### src/rtl/debug_pkg.sv
// Shared encodings for the debug trace block: modes, capture states and
// the bit layout of the 8-bit debug config word.
package debug_pkg;

    localparam logic [1:0] MODE_LIVE    = 2'd0;
    localparam logic [1:0] MODE_SCAN    = 2'd1;
    localparam logic [1:0] MODE_CAPTURE = 2'd2;

    localparam logic [1:0] ST_IDLE    = 2'd0;
    localparam logic [1:0] ST_ARMED   = 2'd1;
    localparam logic [1:0] ST_CAPTURE = 2'd2;
    localparam logic [1:0] ST_READOUT = 2'd3;

    localparam int CHAN_LSB = 0;
    localparam int CHAN_MSB = 3;
    localparam int MODE_LSB = 4;
    localparam int MODE_MSB = 5;
    localparam int SEXT_BIT = 6;

endpackage

### src/rtl/debug_trace_module_if.sv
// Bundle of config, observed core signals, pop handshake and debug outputs.
interface debug_trace_module_if #(
    parameter int NBITS = 4,
    parameter int N_POT = 10,
    parameter int N_SPK = 8,
    parameter int OUT_W = 8
);
    logic                     en;
    logic [7:0]               debug_config_in;
    logic [N_POT*NBITS-1:0]   membrane_potentials;
    logic [N_SPK-1:0]         output_spikes_layer1;
    logic                     rd_en;
    logic [OUT_W-1:0]         debug_select;
    logic                     debug_valid;
    logic [3:0]               debug_chan;
    logic [1:0]               debug_state;

    modport master (
        output en, debug_config_in, membrane_potentials, output_spikes_layer1, rd_en,
        input  debug_select, debug_valid, debug_chan, debug_state
    );

    modport slave (
        input  en, debug_config_in, membrane_potentials, output_spikes_layer1, rd_en,
        output debug_select, debug_valid, debug_chan, debug_state
    );
endinterface

### src/rtl/debug_capture_buffer.sv
// DEPTH-entry trace store: sequential writes up to exactly DEPTH entries,
// sequential pops, with flags marking the final write and the final pop.
module debug_capture_buffer
    import debug_pkg::*;
#(
    parameter int DEPTH = 16,
    parameter int OUT_W = 8
) (
    input  logic             clk,
    input  logic             rst_n,
    input  logic             clr,
    input  logic             wr,
    input  logic [OUT_W-1:0] wr_data,
    input  logic             rd,
    output logic [OUT_W-1:0] rd_data,
    output logic             full,
    output logic             last_wr,
    output logic             last_pop
);
    localparam int PTR_W = $clog2(DEPTH);
    localparam int CNT_W = PTR_W + 1;

    logic [OUT_W-1:0] mem [DEPTH];
    logic [PTR_W-1:0] wr_ptr;
    logic [PTR_W-1:0] rd_ptr;
    logic [CNT_W-1:0] wr_cnt;
    logic             wr_ok;

    assign full     = (wr_cnt == CNT_W'(DEPTH));
    assign last_wr  = (wr_cnt == CNT_W'(DEPTH - 1));
    assign last_pop = (rd_ptr == PTR_W'(DEPTH - 1));
    assign wr_ok    = wr && !full && !clr;
    assign rd_data  = mem[rd_ptr];

    // Pointer and write-count bookkeeping; a clear restarts both sides.
    always_ff @(posedge clk or negedge rst_n) begin
        if (!rst_n) begin
            wr_ptr <= '0;
            rd_ptr <= '0;
            wr_cnt <= '0;
        end else if (clr) begin
            wr_ptr <= '0;
            rd_ptr <= '0;
            wr_cnt <= '0;
        end else begin
            if (wr_ok) begin
                wr_ptr <= wr_ptr + 1'b1;
                wr_cnt <= wr_cnt + 1'b1;
            end
            if (rd) begin
                rd_ptr <= rd_ptr + 1'b1;
            end
        end
    end

    // Sample storage; contents are only meaningful after being written.
    always_ff @(posedge clk) begin
        if (wr_ok) begin
            mem[wr_ptr] <= wr_data;
        end
    end
endmodule

### src/rtl/debug_trace_module.sv
// Debug observation port for the SNN core: live channel view, rotating
// channel scan, or spike-triggered capture with pop-driven readout.
module debug_trace_module
    import debug_pkg::*;
#(
    parameter int NBITS    = 4,
    parameter int N_POT    = 10,
    parameter int N_SPK    = 8,
    parameter int OUT_W    = 8,
    parameter int DEPTH    = 16,
    parameter int SCAN_DIV = 4
) (
    input logic                  clk,
    input logic                  rst_n,
    debug_trace_module_if.slave  bus
);
    localparam logic [3:0] SPK_CHAN = 4'(N_POT);
    localparam int DIV_W  = (SCAN_DIV > 1) ? $clog2(SCAN_DIV) : 1;
    localparam int PEXT_W = (NBITS > OUT_W) ? NBITS : OUT_W;
    localparam int SEXT_W = (N_SPK > OUT_W) ? N_SPK : OUT_W;

    logic [6:0]               cfg;
    logic                     unused_rsvd;
    logic [1:0]               state;
    logic [3:0]               scan_idx;
    logic [DIV_W-1:0]         scan_div;
    logic [3:0]               cfg_chan;
    logic [3:0]               src_chan;
    logic [1:0]               cfg_mode;
    logic [1:0]               new_mode;
    logic                     cfg_sext;
    logic                     trig;
    logic                     buf_clr;
    logic                     buf_wr;
    logic                     buf_rd;
    logic                     buf_full;
    logic                     buf_last_wr;
    logic                     buf_last_pop;
    logic [OUT_W-1:0]         sample;
    logic [OUT_W-1:0]         buf_rd_data;
    logic signed [NBITS-1:0]  pot [N_POT];
    logic signed [NBITS-1:0]  pot_sel;
    logic [OUT_W-1:0]         out_data_p0;
    logic                     out_vld_p0;
    logic [3:0]               out_chan_p0;

    // Potential: sign- or zero-extend when narrower, keep low bits when wider.
    function automatic logic [OUT_W-1:0] fmt_pot(input logic signed [NBITS-1:0] p,
                                                 input logic sext);
        logic signed [PEXT_W-1:0] e;
        if (sext) e = PEXT_W'(p);
        else      e = PEXT_W'($unsigned(p));
        return e[OUT_W-1:0];
    endfunction

    // Spike vector: always zero-extended, low bits kept when wider.
    function automatic logic [OUT_W-1:0] fmt_spk(input logic [N_SPK-1:0] s);
        logic [SEXT_W-1:0] e;
        e = SEXT_W'(s);
        return e[OUT_W-1:0];
    endfunction

    assign unused_rsvd = bus.debug_config_in[7];
    assign cfg_chan    = cfg[CHAN_MSB:CHAN_LSB];
    assign cfg_mode    = cfg[MODE_MSB:MODE_LSB];
    assign cfg_sext    = cfg[SEXT_BIT];
    assign new_mode    = bus.debug_config_in[MODE_MSB:MODE_LSB];
    assign trig        = |bus.output_spikes_layer1;

    // A config write takes priority over triggers and pops in the same cycle.
    assign buf_clr = bus.en;
    assign buf_wr  = !bus.en && !buf_full &&
                     (((state == ST_ARMED) && trig) || (state == ST_CAPTURE));
    assign buf_rd  = !bus.en && (state == ST_READOUT) && bus.rd_en;

    // Channel selection and formatting of the current sample.
    always_comb begin
        for (int k = 0; k < N_POT; k++) begin
            pot[k] = bus.membrane_potentials[k*NBITS +: NBITS];
        end
        src_chan = (cfg_mode == MODE_SCAN) ? scan_idx : cfg_chan;
        pot_sel  = '0;
        for (int k = 0; k < N_POT; k++) begin
            if (src_chan == 4'(k)) pot_sel = pot[k];
        end
        sample = (src_chan < SPK_CHAN) ? fmt_pot(pot_sel, cfg_sext)
                                       : fmt_spk(bus.output_spikes_layer1);
    end

    // Config register and capture state machine.
    always_ff @(posedge clk or negedge rst_n) begin
        if (!rst_n) begin
            cfg   <= '0;
            state <= ST_IDLE;
        end else if (bus.en) begin
            cfg   <= bus.debug_config_in[6:0];
            state <= (new_mode == MODE_CAPTURE) ? ST_ARMED : ST_IDLE;
        end else begin
            case (state)
                ST_ARMED:   if (trig) state <= ST_CAPTURE;
                ST_CAPTURE: if (buf_last_wr) state <= ST_READOUT;
                ST_READOUT: if (bus.rd_en && buf_last_pop) state <= ST_IDLE;
                default:    ;
            endcase
        end
    end

    // Scan rotation: hold each channel SCAN_DIV cycles, wrap after the spike channel.
    always_ff @(posedge clk or negedge rst_n) begin
        if (!rst_n) begin
            scan_idx <= '0;
            scan_div <= '0;
        end else if (bus.en) begin
            scan_idx <= '0;
            scan_div <= '0;
        end else if (cfg_mode == MODE_SCAN) begin
            if (scan_div == DIV_W'(SCAN_DIV - 1)) begin
                scan_div <= '0;
                scan_idx <= (scan_idx == SPK_CHAN) ? 4'd0 : scan_idx + 4'd1;
            end else begin
                scan_div <= scan_div + 1'b1;
            end
        end
    end

    // Output register: buffer entry in readout, hold while capturing, else live sample.
    always_ff @(posedge clk or negedge rst_n) begin
        if (!rst_n) begin
            out_data_p0 <= '0;
            out_vld_p0  <= 1'b0;
            out_chan_p0 <= '0;
        end else if (state == ST_READOUT) begin
            out_data_p0 <= buf_rd_data;
            out_vld_p0  <= 1'b1;
            out_chan_p0 <= cfg_chan;
        end else if (cfg_mode == MODE_CAPTURE) begin
            out_vld_p0  <= 1'b0;
        end else begin
            out_data_p0 <= sample;
            out_vld_p0  <= 1'b1;
            out_chan_p0 <= src_chan;
        end
    end

    assign bus.debug_select = out_data_p0;
    assign bus.debug_valid  = out_vld_p0;
    assign bus.debug_chan   = out_chan_p0;
    assign bus.debug_state  = state;

    debug_capture_buffer #(
        .DEPTH (DEPTH),
        .OUT_W (OUT_W)
    ) u_buf (
        .clk      (clk),
        .rst_n    (rst_n),
        .clr      (buf_clr),
        .wr       (buf_wr),
        .wr_data  (sample),
        .rd       (buf_rd),
        .rd_data  (buf_rd_data),
        .full     (buf_full),
        .last_wr  (buf_last_wr),
        .last_pop (buf_last_pop)
    );
endmodule

### src/flat_wrapper.sv
// flat-port wrapper written by rule: the top's interface ports become plain ports
module debug_trace_module_flat import debug_pkg::*;
#(
    parameter int NBITS    = 4,
    parameter int N_POT    = 10,
    parameter int N_SPK    = 8,
    parameter int OUT_W    = 8,
    parameter int DEPTH    = 16,
    parameter int SCAN_DIV = 4
)
  (clk, rst_n, bus_en, bus_debug_config_in, bus_membrane_potentials, bus_output_spikes_layer1, bus_rd_en, bus_debug_select, bus_debug_valid, bus_debug_chan, bus_debug_state);
  debug_trace_module_if #(.NBITS(NBITS), .N_POT(N_POT), .N_SPK(N_SPK), .OUT_W(OUT_W)) bus_i ();
  input logic clk;
  input logic rst_n;
  input wire logic [$bits(bus_i.en)-1:0] bus_en;
  input wire logic [$bits(bus_i.debug_config_in)-1:0] bus_debug_config_in;
  input wire logic [$bits(bus_i.membrane_potentials)-1:0] bus_membrane_potentials;
  input wire logic [$bits(bus_i.output_spikes_layer1)-1:0] bus_output_spikes_layer1;
  input wire logic [$bits(bus_i.rd_en)-1:0] bus_rd_en;
  output wire logic [$bits(bus_i.debug_select)-1:0] bus_debug_select;
  output wire logic [$bits(bus_i.debug_valid)-1:0] bus_debug_valid;
  output wire logic [$bits(bus_i.debug_chan)-1:0] bus_debug_chan;
  output wire logic [$bits(bus_i.debug_state)-1:0] bus_debug_state;
  assign bus_i.en = bus_en;
  assign bus_i.debug_config_in = bus_debug_config_in;
  assign bus_i.membrane_potentials = bus_membrane_potentials;
  assign bus_i.output_spikes_layer1 = bus_output_spikes_layer1;
  assign bus_i.rd_en = bus_rd_en;
  assign bus_debug_select = bus_i.debug_select;
  assign bus_debug_valid = bus_i.debug_valid;
  assign bus_debug_chan = bus_i.debug_chan;
  assign bus_debug_state = bus_i.debug_state;
  debug_trace_module #(.NBITS(NBITS), .N_POT(N_POT), .N_SPK(N_SPK), .OUT_W(OUT_W), .DEPTH(DEPTH), .SCAN_DIV(SCAN_DIV)) u_core (.clk(clk), .rst_n(rst_n), .bus(bus_i));
endmodule
### config.mk
export PLATFORM = sky130hd
export DESIGN_NAME = debug_trace_module_flat
export DESIGN_NICKNAME = d
export VERILOG_FILES = /design/src/rtl/debug_pkg.sv /design/src/rtl/debug_trace_module_if.sv /design/src/rtl/debug_capture_buffer.sv /design/src/rtl/debug_trace_module.sv /design/src/flat_wrapper.sv
export SDC_FILE = /design/constraint.sdc
export NUM_CORES = 1
export LEC_CHECK = 0
export BUFFER_PORTS_ARGS = -buffer_cell sky130_fd_sc_hd__buf_2
export CAP_MARGIN = 20
export CORE_MARGIN = 8
export CORE_UTILIZATION = 59
export CTS_CLUSTER_SIZE = 8
export DETAILED_ROUTE_END_ITERATION = 6
export PLACE_DENSITY = 0.8
export SYNTH_ARGS = -nofsm -noshare
export SYNTH_HDL_FRONTEND = slang
export SYNTH_SLANG_ARGS = --single-unit
### constraint.sdc
create_clock -name clk -period 3.41 [get_ports clk]
set_input_delay 0.682 -clock clk [delete_from_list [all_inputs] [get_ports clk]]
set_output_delay 0.682 -clock clk [all_outputs]
set_load 0.02 [all_outputs]
Yosys cells after proc, flatten, opt, wreduce, memory -nomap -nowiden

Memory sizes are Yosys's and may differ from the RTL's.
Cells that the tools add are included.

Word-level logic and storage cells: 101
Output and inout port bits: 15
Bits of input ports: 60
Bits in writable memories: 128
Memories: 1
Register bits after elaboration: 41

Memories:

| name             | depth | width | rd ports | clocked after memory_dff | wr ports | RTL line                   | source |
|---|---|---|---|---|---|---|---|
| u_core.u_buf.mem | 16    | 8     | 1        | 0                        | 1        | debug_capture_buffer.sv:23 | `logic [OUT_W-1:0] mem [DEPTH];` |

Add/subtract/negate cells: 5
Order comparisons: 1
Equal/unequal tests: 24
Reduce and logical (&&, ||, !) cells: 20
Multiplexer cells: 40

Operators with widths:

| operator              | count |
|---|---|
| $mux W4               | 21 |
| $mux W8               | 4 |
| $eq A4 B3 Y1 const B  | 4 |
| $eq A4 B4 Y1 const B  | 4 |
| $mux W2               | 7 |
| $add A4 B1 Y4 const B | 3 |
| $eq A2 B2 Y1 const B  | 5 |
| $mux W5               | 2 |
| $eq A4 B2 Y1 const B  | 2 |
| $logic_and A1 B1 Y1   | 8 |
| $reduce_bool A2 Y1    | 4 |
| $reduce_or A8 Y1      | 1 |
| $ne A3 B2 Y1 const B  | 2 |
| $pmux W2 S3           | 1 |
| $add A5 B1 Y5 const B | 1 |
| $eq A5 B4 Y1 const B  | 1 |
| $eq A5 B5 Y1 const B  | 1 |
| $mux W1               | 5 |
| $eq A2 B1 Y1 const B  | 2 |
| $eq A4 B1 Y1 const B  | 1 |
| $logic_not A4 Y1      | 1 |
| $lt A4 B4 Y1 const B  | 1 |
| $reduce_and A4 Y1     | 1 |
| $reduce_bool A4 Y1    | 1 |
| other kinds (6)       | 7 |

Longest topological paths before layout

Gate-level depths: netlist of run 1.

Word-level depth: 17
Depth in mapped cells: 10
Depth with buffers taken out: 9

Hierarchy

From an unflattened synthesis of run 1, not the netlist that was laid out.

Cells, all modules: 560
Area, all modules: 7,865.0 µm²

Modules (own cells, without submodules):

| module               | area an instance (µm²) | sequential area each (µm²) | times used | cells each |
|---|---|---|---|---|
| debug_capture_buffer | 5,710.5                | 4,169.0                    | 1          | 298 |
| debug_trace_module   | 2,154.6                | 700.7                      | 1          | 262 |

Worst setup path before layout of run 1

No wires, ideal clock.

Path type: reg2reg
Start: reg u_core.scan_idx[1]
End: mem u_core.u_buf.mem[0][3], data pin
Buffers on the path: 1
Setup time: 330 ps
Required time: 3,080 ps
Clock period less this slack: 2,457 ps
Path slack: 953 ps
Data arrival time: 2,127 ps
Stages on the path, launching flop included: 8
Path through: dfrtp_1 -> buf_2 -> or4b_1 -> o31ai_1 -> a21oi_1 -> a21oi_1 -> a211oi_1 -> o21ai_0

Longest elaborated chain between the ends: 14
Elaborated cells between the ends (all ways): 24
Classes of those cells: order compare: 1; eq/ne: 9; mux: 13; reduce/logical: 1

Ends and longest elaborated chain:

| element                | RTL line                   | source |
|---|---|---|
| from (decl)            | debug_trace_module.sv:25   | `logic [3:0] scan_idx;` |
| from (signal assigned) | debug_trace_module.sv:119  | `scan_idx <= (scan_idx == SPK_CHAN) ? 4'd0 : scan_idx + 4'd1;` |
| $mux W4 *              | debug_trace_module.sv:81   | `src_chan = (cfg_mode == MODE_SCAN) ? scan_idx : cfg_chan;` |
| $logic_not A4 Y1       | debug_trace_module.sv:84   | `if (src_chan == 4'(k)) pot_sel = pot[k];` |
| $mux W4 (10 in a row)  | debug_trace_module.sv:84   |  |
| $mux W8                | debug_trace_module.sv:51   | `if (sext) e = PEXT_W'(p);` |
| $mux W8 *              | debug_trace_module.sv:86   | `sample = (src_chan < SPK_CHAN) ? fmt_pot(pot_sel, cfg_sext)` |
| net u_core.sample[3]   | debug_trace_module.sv:39   | `logic [OUT_W-1:0] sample;` |
| to (decl)              | debug_capture_buffer.sv:23 |  |

The timed path passes the listed nets; every way through them passes the cells marked *.

Worst setup path after layout of run 1

Start: reg u_core.cfg[5]
End: mem u_core.u_buf.mem[12][4], data pin

Longest elaborated chain between the ends: 15
Elaborated cells between the ends (all ways): 25
Classes of those cells: order compare: 1; eq/ne: 10; mux: 13; reduce/logical: 1

Ends and longest elaborated chain:

| element                | RTL line                 | source |
|---|---|---|
| from (decl)            | debug_trace_module.sv:22 | `logic [6:0] cfg;` |
| from (signal assigned) | debug_trace_module.sv:96 | `cfg <= bus.debug_config_in[6:0];` |
| $eq A2 B1 Y1 *         | debug_trace_module.sv:81 |  |
| $mux W4 *              | debug_trace_module.sv:81 |  |
| $logic_not A4 Y1       | debug_trace_module.sv:84 |  |
| $mux W4 (10 in a row)  | debug_trace_module.sv:84 |  |
| $mux W8                | debug_trace_module.sv:51 |  |
| $mux W8 *              | debug_trace_module.sv:86 |  |
| net u_core.sample[4]   | debug_trace_module.sv:39 |  |

Marked as above.

==> run_results.csv, run 1 <==
group,metric,value,unit
flow_run,maxCapViolations,0,
global_route,grt_pass1_vias,4937,
sta,relSlewSlack,32.8,%
power_and_ir_drop,power.leakage,3.26,nW
yosys,yosys_warnings,0,
critical_path,worstPathBufferInverterCount,1,
cts,post_cts_buffers,0,
yosys,ys_types,53,
critical_path,cpPeakStageDelay,0.45,ns
power_and_ir_drop,peakVddDrop,0.428,mV
final_layout,fin_util,69.5,%
yosys,syn_inst,524,
global_route,antenna_found_initial,0,
place,gp_congestion,1.02,
critical_path,cp_slowest_cell,"mux2i_1",
cts,htree_levels,4,
route,routedWlPerCell,22.2,um
sta,tns,0,ns
critical_path,cp_max_fo,16,
power_and_ir_drop,power.total,5.38,mW
yosys,yosysSeqAreaShare,63.1,%
critical_path,reg2reg_depth,7,
final_layout,diodes,0,
route,drt-initial-drc-count,431,
yosys,synth_area,7710,um^2
die,fp.dieH,130,um
route,drcViolationCount,0,
critical_path,rrSetupSlack,0.37,ns
power_and_ir_drop,p_per_area,611,nW/um^2
cts,cts_made_buffers,17,
worst_hold_path,hold_path_class,"in2async",
sta,fin_crit_sh,89.1,%
sta,tightestPinTransition,1.01,ns
critical_path,cp.depth,7,
die,ios,75,
global_route,grt_overflow,0,
sta,slew_viol_final,0,
cts,cts_hold_buf,0,
critical_path,cp_cell_sequence,"nand2b_1 > buf_4 > mux2i_1 > o21ai_0 > a211oi_1 > or3b_1 > nand2_1",
sta,finalSetupViolCount,0,
global_route,grt_pass1_wl,27000,um
die,num_rows,41,
critical_path,startpoint_type,"register",
cts,cts_tree,"built",
route,viasPerCell,6.22,
place,portBuffers,73,
yosys,yosysMostFrequentCell,"edfxtp_1",
global_route,grt_max_degree,42,
cts,clock_latency,0.43,ns
yosys,synth.net_count,599,
cts,cts.clk_slew.worst_paths,0.06,ns
sta,rsz0062_at_grt,"false",
route,drtAntennaViolNets,0,
yosys,yosys-top-cells-count,"edfxtp_1 (128), nand2_1 (50), dfrtp_1 (41)",
die,dieArea,17000,um^2
yosys,yosysTopAreaCell,"edfxtp_1",
cts,ctsResizeCount,0,
sta,fin_skew,0.00910,ns
route,routed_wl,17400,um
critical_path,crit_type,"reg2reg",
yosys,avgSynthCellArea,14.7,um^2
yosys,synth.top_cell.area_share,49.8,%
cts,cts-root-buf,"clkbuf_16",
yosys,yosys-top-cells-area,"edfxtp_1 (50%), dfrtp_1 (13%), mux4_2 (12%)",
sta,period_minus_slack,3.04,ns
die,coreArea,12700,um^2
sta,hold_viol,0,
cts,cts_max_path_buffers,2,
cts,cts_sinks,169,
route,num_vias,4878,
global_route,grt_use_total,21.5,%
critical_path,endpoint_kind,"register",
yosys,synth-seq-cells,169,
final_layout,drive_gt1_share,27.6,%
final_layout,finalNetCount,675,
critical_path,crit_required,3.45,ns
final_layout,area_growth,14.2,%
critical_path,cp.arrival,3.08,ns
run_status,status,"finished clean",
route,dr.pass1.iters,5,
place,dpl.hpwl,12100,um
yosys,synth_edf_count,128,
critical_path,crit_family,"simple AND/OR/NAND/NOR gates",
die,start_util,60.9,%
final_layout,nFillCells,812,
yosys,async_flop_share,24.3,%
die,die_w,130,um
yosys,synthFlopType,"edfxtp_1",
sta,max_freq,329,MHz
[flip-flops by register name (all words and copies together), names as in the netlist]
name and flops:
u_core.bus.debug_select 8, u_core.bus.debug_state 2, u_core.cfg 7, u_core.bus.debug_chan 4
u_core.scan_div 2, u_core.scan_idx 4, u_core.u_buf.rd_ptr 4, u_core.u_buf.wr_ptr 4
u_core.u_buf.wr_cnt 5, u_core.bus.debug_valid 1, u_core.u_buf.mem 128
[cells by family after synthesis]
kind of cell             Yosys count  synth area share, %
adder cells (fa/ha/maj)           15                 2.43
XOR/XNOR                           6                0.681
AND/OR/NAND/NOR                  142                 8.81
flip-flops                       169                 63.1
AO/OA/AOI/OAI                     84                 6.96
buffers and inverters             40                 2.30
multiplexers                      68                 15.7
[per-layer routing]
| layer | GRT usage, % | up-vias | routed length (um) |
|---|---|---|---|
| li1 | - | 2169 | - |
| met5 | 0 | - | 0 |
| met4 | 9.39 | 0 | 440 |
| met1 | 26.7 | 2453 | 6980 |
| met2 | 35.6 | 225 | 8440 |
| met3 | 5.02 | 31 | 1530 |
[cells in the final DEF, fill, tap and decap left out, types with 3 or more instances in the layout]
cell and count:
o22ai_1 3, ha_1 15, dfrtp_1 40, o31ai_1 6
o21ai_0 24, buf_2 73, buf_4 12, clkbuf_16 17
xor2_1 6, mux2i_1 17, and2_1 17, nand4_1 3
a22oi_1 6, inv_6 5, a21oi_1 24, edfxtp_1 128
inv_1 12, nor3_1 11, nor2b_1 5, mux4_2 40
a311oi_1 3, nand2b_1 9, nand2_1 50, nand3_1 5
nor2_1 30, clkinv_2 3, mux2_2 8
[worst paths after layout]
check                                          startpoint                                    end
min in group clk                   bus_debug_config_in[4]  u_core.bus.debug_state[0]$_DFFE_PN0P_
min                                                 rst_n     u_core.u_buf.wr_cnt[2]$_DFFE_PN0P_
min reg2reg                u_core.scan_div[1]$_DFFE_PN0P_         u_core.scan_div[1]$_DFFE_PN0P_
max in group asynchronous                           rst_n     u_core.u_buf.rd_ptr[0]$_DFFE_PN0P_
max                             u_core.cfg[5]$_DFFE_PN0P_      u_core.u_buf.mem[12][4]$_DFFE_PP_
max reg2reg                     u_core.cfg[5]$_DFFE_PN0P_      u_core.u_buf.mem[12][4]$_DFFE_PP_
[through the flow]
stage	setup WS, ns	std cells	hold slack [ns]	instance area, um^2
after floorplan	0.953	524	0.386	7710
after global placement	0.292	753	0.519	8260
after detailed placement	0.239	753	0.522	8260
after CTS	0.376	784	0.423	8810
after global routing	0.0610	784	0.453	8810
final	0.372	784	0.404	8810
[area by class of cell]
| cell class | instances | area [um^2] | share of cell area, % |
|---|---|---|---|
| Sequential cell | 169 | 4870 | 55.3 |
| Clock buffer | 19 | 433 | 4.92 |
| Inverter | 12 | 45.0 | 0.511 |
| Tap cell | 172 | 215 | 2.44 |
| Multi-Input combinational cell | 315 | 2670 | 30.3 |
| Clock inverter | 12 | 116 | 1.32 |
| Timing Repair Buffer | 85 | 455 | 5.17 |
[power by group]
group          internal [mW]  switching, mW
Sequential              2.47          0.108
Clock                   1.01          0.790
Combinational          0.378          0.626
Power figures use the tool's default switching activity.
==> inputs of run 2 (changes only) <==
BUFFER_PORTS_ARGS = default   (was -buffer_cell sky130_fd_sc_hd__buf_2)
CORE_UTILIZATION = 55   (was 59)
DONT_BUFFER_PORTS = 1   (was default)
PLACE_DENSITY = 0.7   (was 0.8)
==> run 2 against run 1 <==
Compared with the run above: clock skew down 0.00083 ns; cell area down 2.9%; via count down 5.3%; worst setup slack worse by 0.041 ns; clock-buffer cell count unchanged; power up 1.9%; critical endpoint is now u_core.u_buf.mem[5][5]$_DFFE_PP_; largest power group unchanged.
==> run_results.csv, run 2 (same netlist as run 1, synthesis figures left out) <==
group,metric,value,unit
run_status,status,"finished clean",
cts,clock_latency,0.43,ns
die,ios,75,
global_route,grt_use_total,20.0,%
critical_path,cp_slowest_cell,"a211oi_1",
place,place_area,7930,um^2
global_route,antenna_found_initial,0,
die,num_rows,43,
critical_path,crit_required,3.45,ns
sta,tightestPinTransition,0.864,ns
route,routed_wl,17600,um
place,gp_congestion,0.832,
sta,fin_crit_sh,90.3,%
final_layout,mostFrequentLayoutCells,"edfxtp_1 (128), nand2_1 (50), mux4_2 (40), dfrtp_1 (40), nor2_1 (30)",
die,fp.dieH,134,um
die,coreArea,13800,um^2
route,drtAntennaViolNets,0,
cts,cts_made_buffers,17,
die,dieArea,18100,um^2
sta,slew_viol_final,0,
cts,cts_tree,"built",
power_and_ir_drop,p_per_area,642,nW/um^2
critical_path,cpPeakStageDelay,0.41,ns
critical_path,cp.arrival,3.12,ns
final_layout,top_register,"u_core.u_buf.mem",
global_route,grt_pass1_wl,26700,um
sta,period_minus_slack,3.08,ns
power_and_ir_drop,power.leakage,3.01,nW
cts,cts-root-buf,"clkbuf_16",
global_route,grt_max_degree,42,
die,die_w,134,um
global_route,grt_pass1_vias,4620,
critical_path,startpoint_type,"register",
sta,rsz0062_at_grt,"false",
route,dr.pass1.iters,5,
power_and_ir_drop,peakVddDrop,0.309,mV
cts,cts_sinks,169,
place,portBuffers,0,
sta,finalSetupViolCount,0,
critical_path,cp_max_fo,16,
critical_path,cp_cell_sequence,"nand2b_2 > mux2i_4 > mux2i_1 > o221ai_2 > a211oi_1 > or3b_1 > nand2_1",
global_route,grt_overflow,0,
final_layout,largest_reg_flops,128,
critical_path,crit_type,"reg2reg",
route,num_vias,4620,
place,dpl.hpwl,11700,um
final_layout,finalNetCount,605,
route,viasPerCell,6.39,
die,start_util,56.0,%
critical_path,endpoint_kind,"register",
sta,max_freq,325,MHz
final_layout,diodes,0,
sta,hold_viol,0,
sta,relSlewSlack,42.2,%
flow_run,maxCapViolations,0,
cts,post_cts_buffers,0,
sta,whs,0.0930,ns
cts,cts_max_path_buffers,2,
route,routedWlPerCell,24.4,um
sta,tns,0,ns
final_layout,drive_gt1_share,18.6,%
final_layout,final_area,8550,um^2
route,drcViolationCount,0,
final_layout,final_common_cell,"edfxtp_1",
worst_hold_path,hold_path_class,"in2async",
route,drt-initial-drc-count,493,
cts,htree_levels,4,
cts,cts.clk_slew.worst_paths,0.06,ns
final_layout,area_growth,10.9,%
sta,fin_skew,0.00827,ns
-- run 2: stage by stage --
step           cells  utilization, %  power, mW  setup WS, ns
4_1_cts          723            62.1       5.50         0.164
3_3_place_gp     690            57.6       3.48         0.383
2_1_floorplan    524               -       3.26         0.953
5_1_grt          723            62.1       5.68         0.177
3_5_place_dp     690            57.6       3.53         0.210
6_report         723            62.1       5.49         0.332
-- run 2: final timing paths --
| path | startpoint | endpoint | slack (ns) | cells past startpoint |
|---|---|---|---|---|
| min reg2reg | u_core.u_buf.rd_ptr[1]$_DFFE_PN0P_ | u_core.u_buf.rd_ptr[1]$_DFFE_PN0P_ | 0.55 | 2 |
| max in group asynchronous | rst_n | u_core.u_buf.rd_ptr[0]$_DFFE_PN0P_ | 3.09 | 1 |
| max reg2reg | u_core.cfg[5]$_DFFE_PN0P_ | u_core.u_buf.mem[5][5]$_DFFE_PP_ | 0.33 | 7 |
| min | rst_n | u_core.u_buf.wr_cnt[3]$_DFFE_PN0P_ | 0.09 | 1 |
| min in group clk | bus_en | u_core.u_buf.rd_ptr[3]$_DFFE_PN0P_ | 0.32 | 1 |
| max | u_core.cfg[5]$_DFFE_PN0P_ | u_core.u_buf.mem[5][5]$_DFFE_PP_ | 0.33 | 7 |
-- run 2: power breakdown --
part | switching (mW) | leakage (nW) | internal (mW)
clock | 0.810 | 0.289 | 1.16
sequential | 0.200 | 1.69 | 2.47
combinational | 0.520 | 1.03 | 0.328
-- run 2: repair_timing --
action	4_1_cts	5_1_grt
endpoints found under the hold margin	41	0
hold buffers	1	0
gates resized for setup	0	1
setup endpoints to repair	0	47
-- run 2: worst max-delay path: cells and delay by family (launching register included) --
kind,cells,cell delay [ns]
flip-flops,1,0.40
AND/OR/NAND/NOR,3,1.14
multiplexers,2,0.61
AO/OA/AOI/OAI,2,0.53
-- run 2: metal layers --
metal  track usage (%)  part of all wire, %
met1              23.9                   39
met5                 0                    0
met4              10.2                  3.1
met2              31.6                   49
met3              6.77                  8.9
-- run 2: final cells by class --
type                    count  area (um^2)
well taps                 180          225
fillers                  1005         5220
clock buffers              19          433
inverters                  12         45.0
clock inverters            13          168
repair buffers             15          138
multi-input cells         315         2670
flip-flops and latches    169         4870
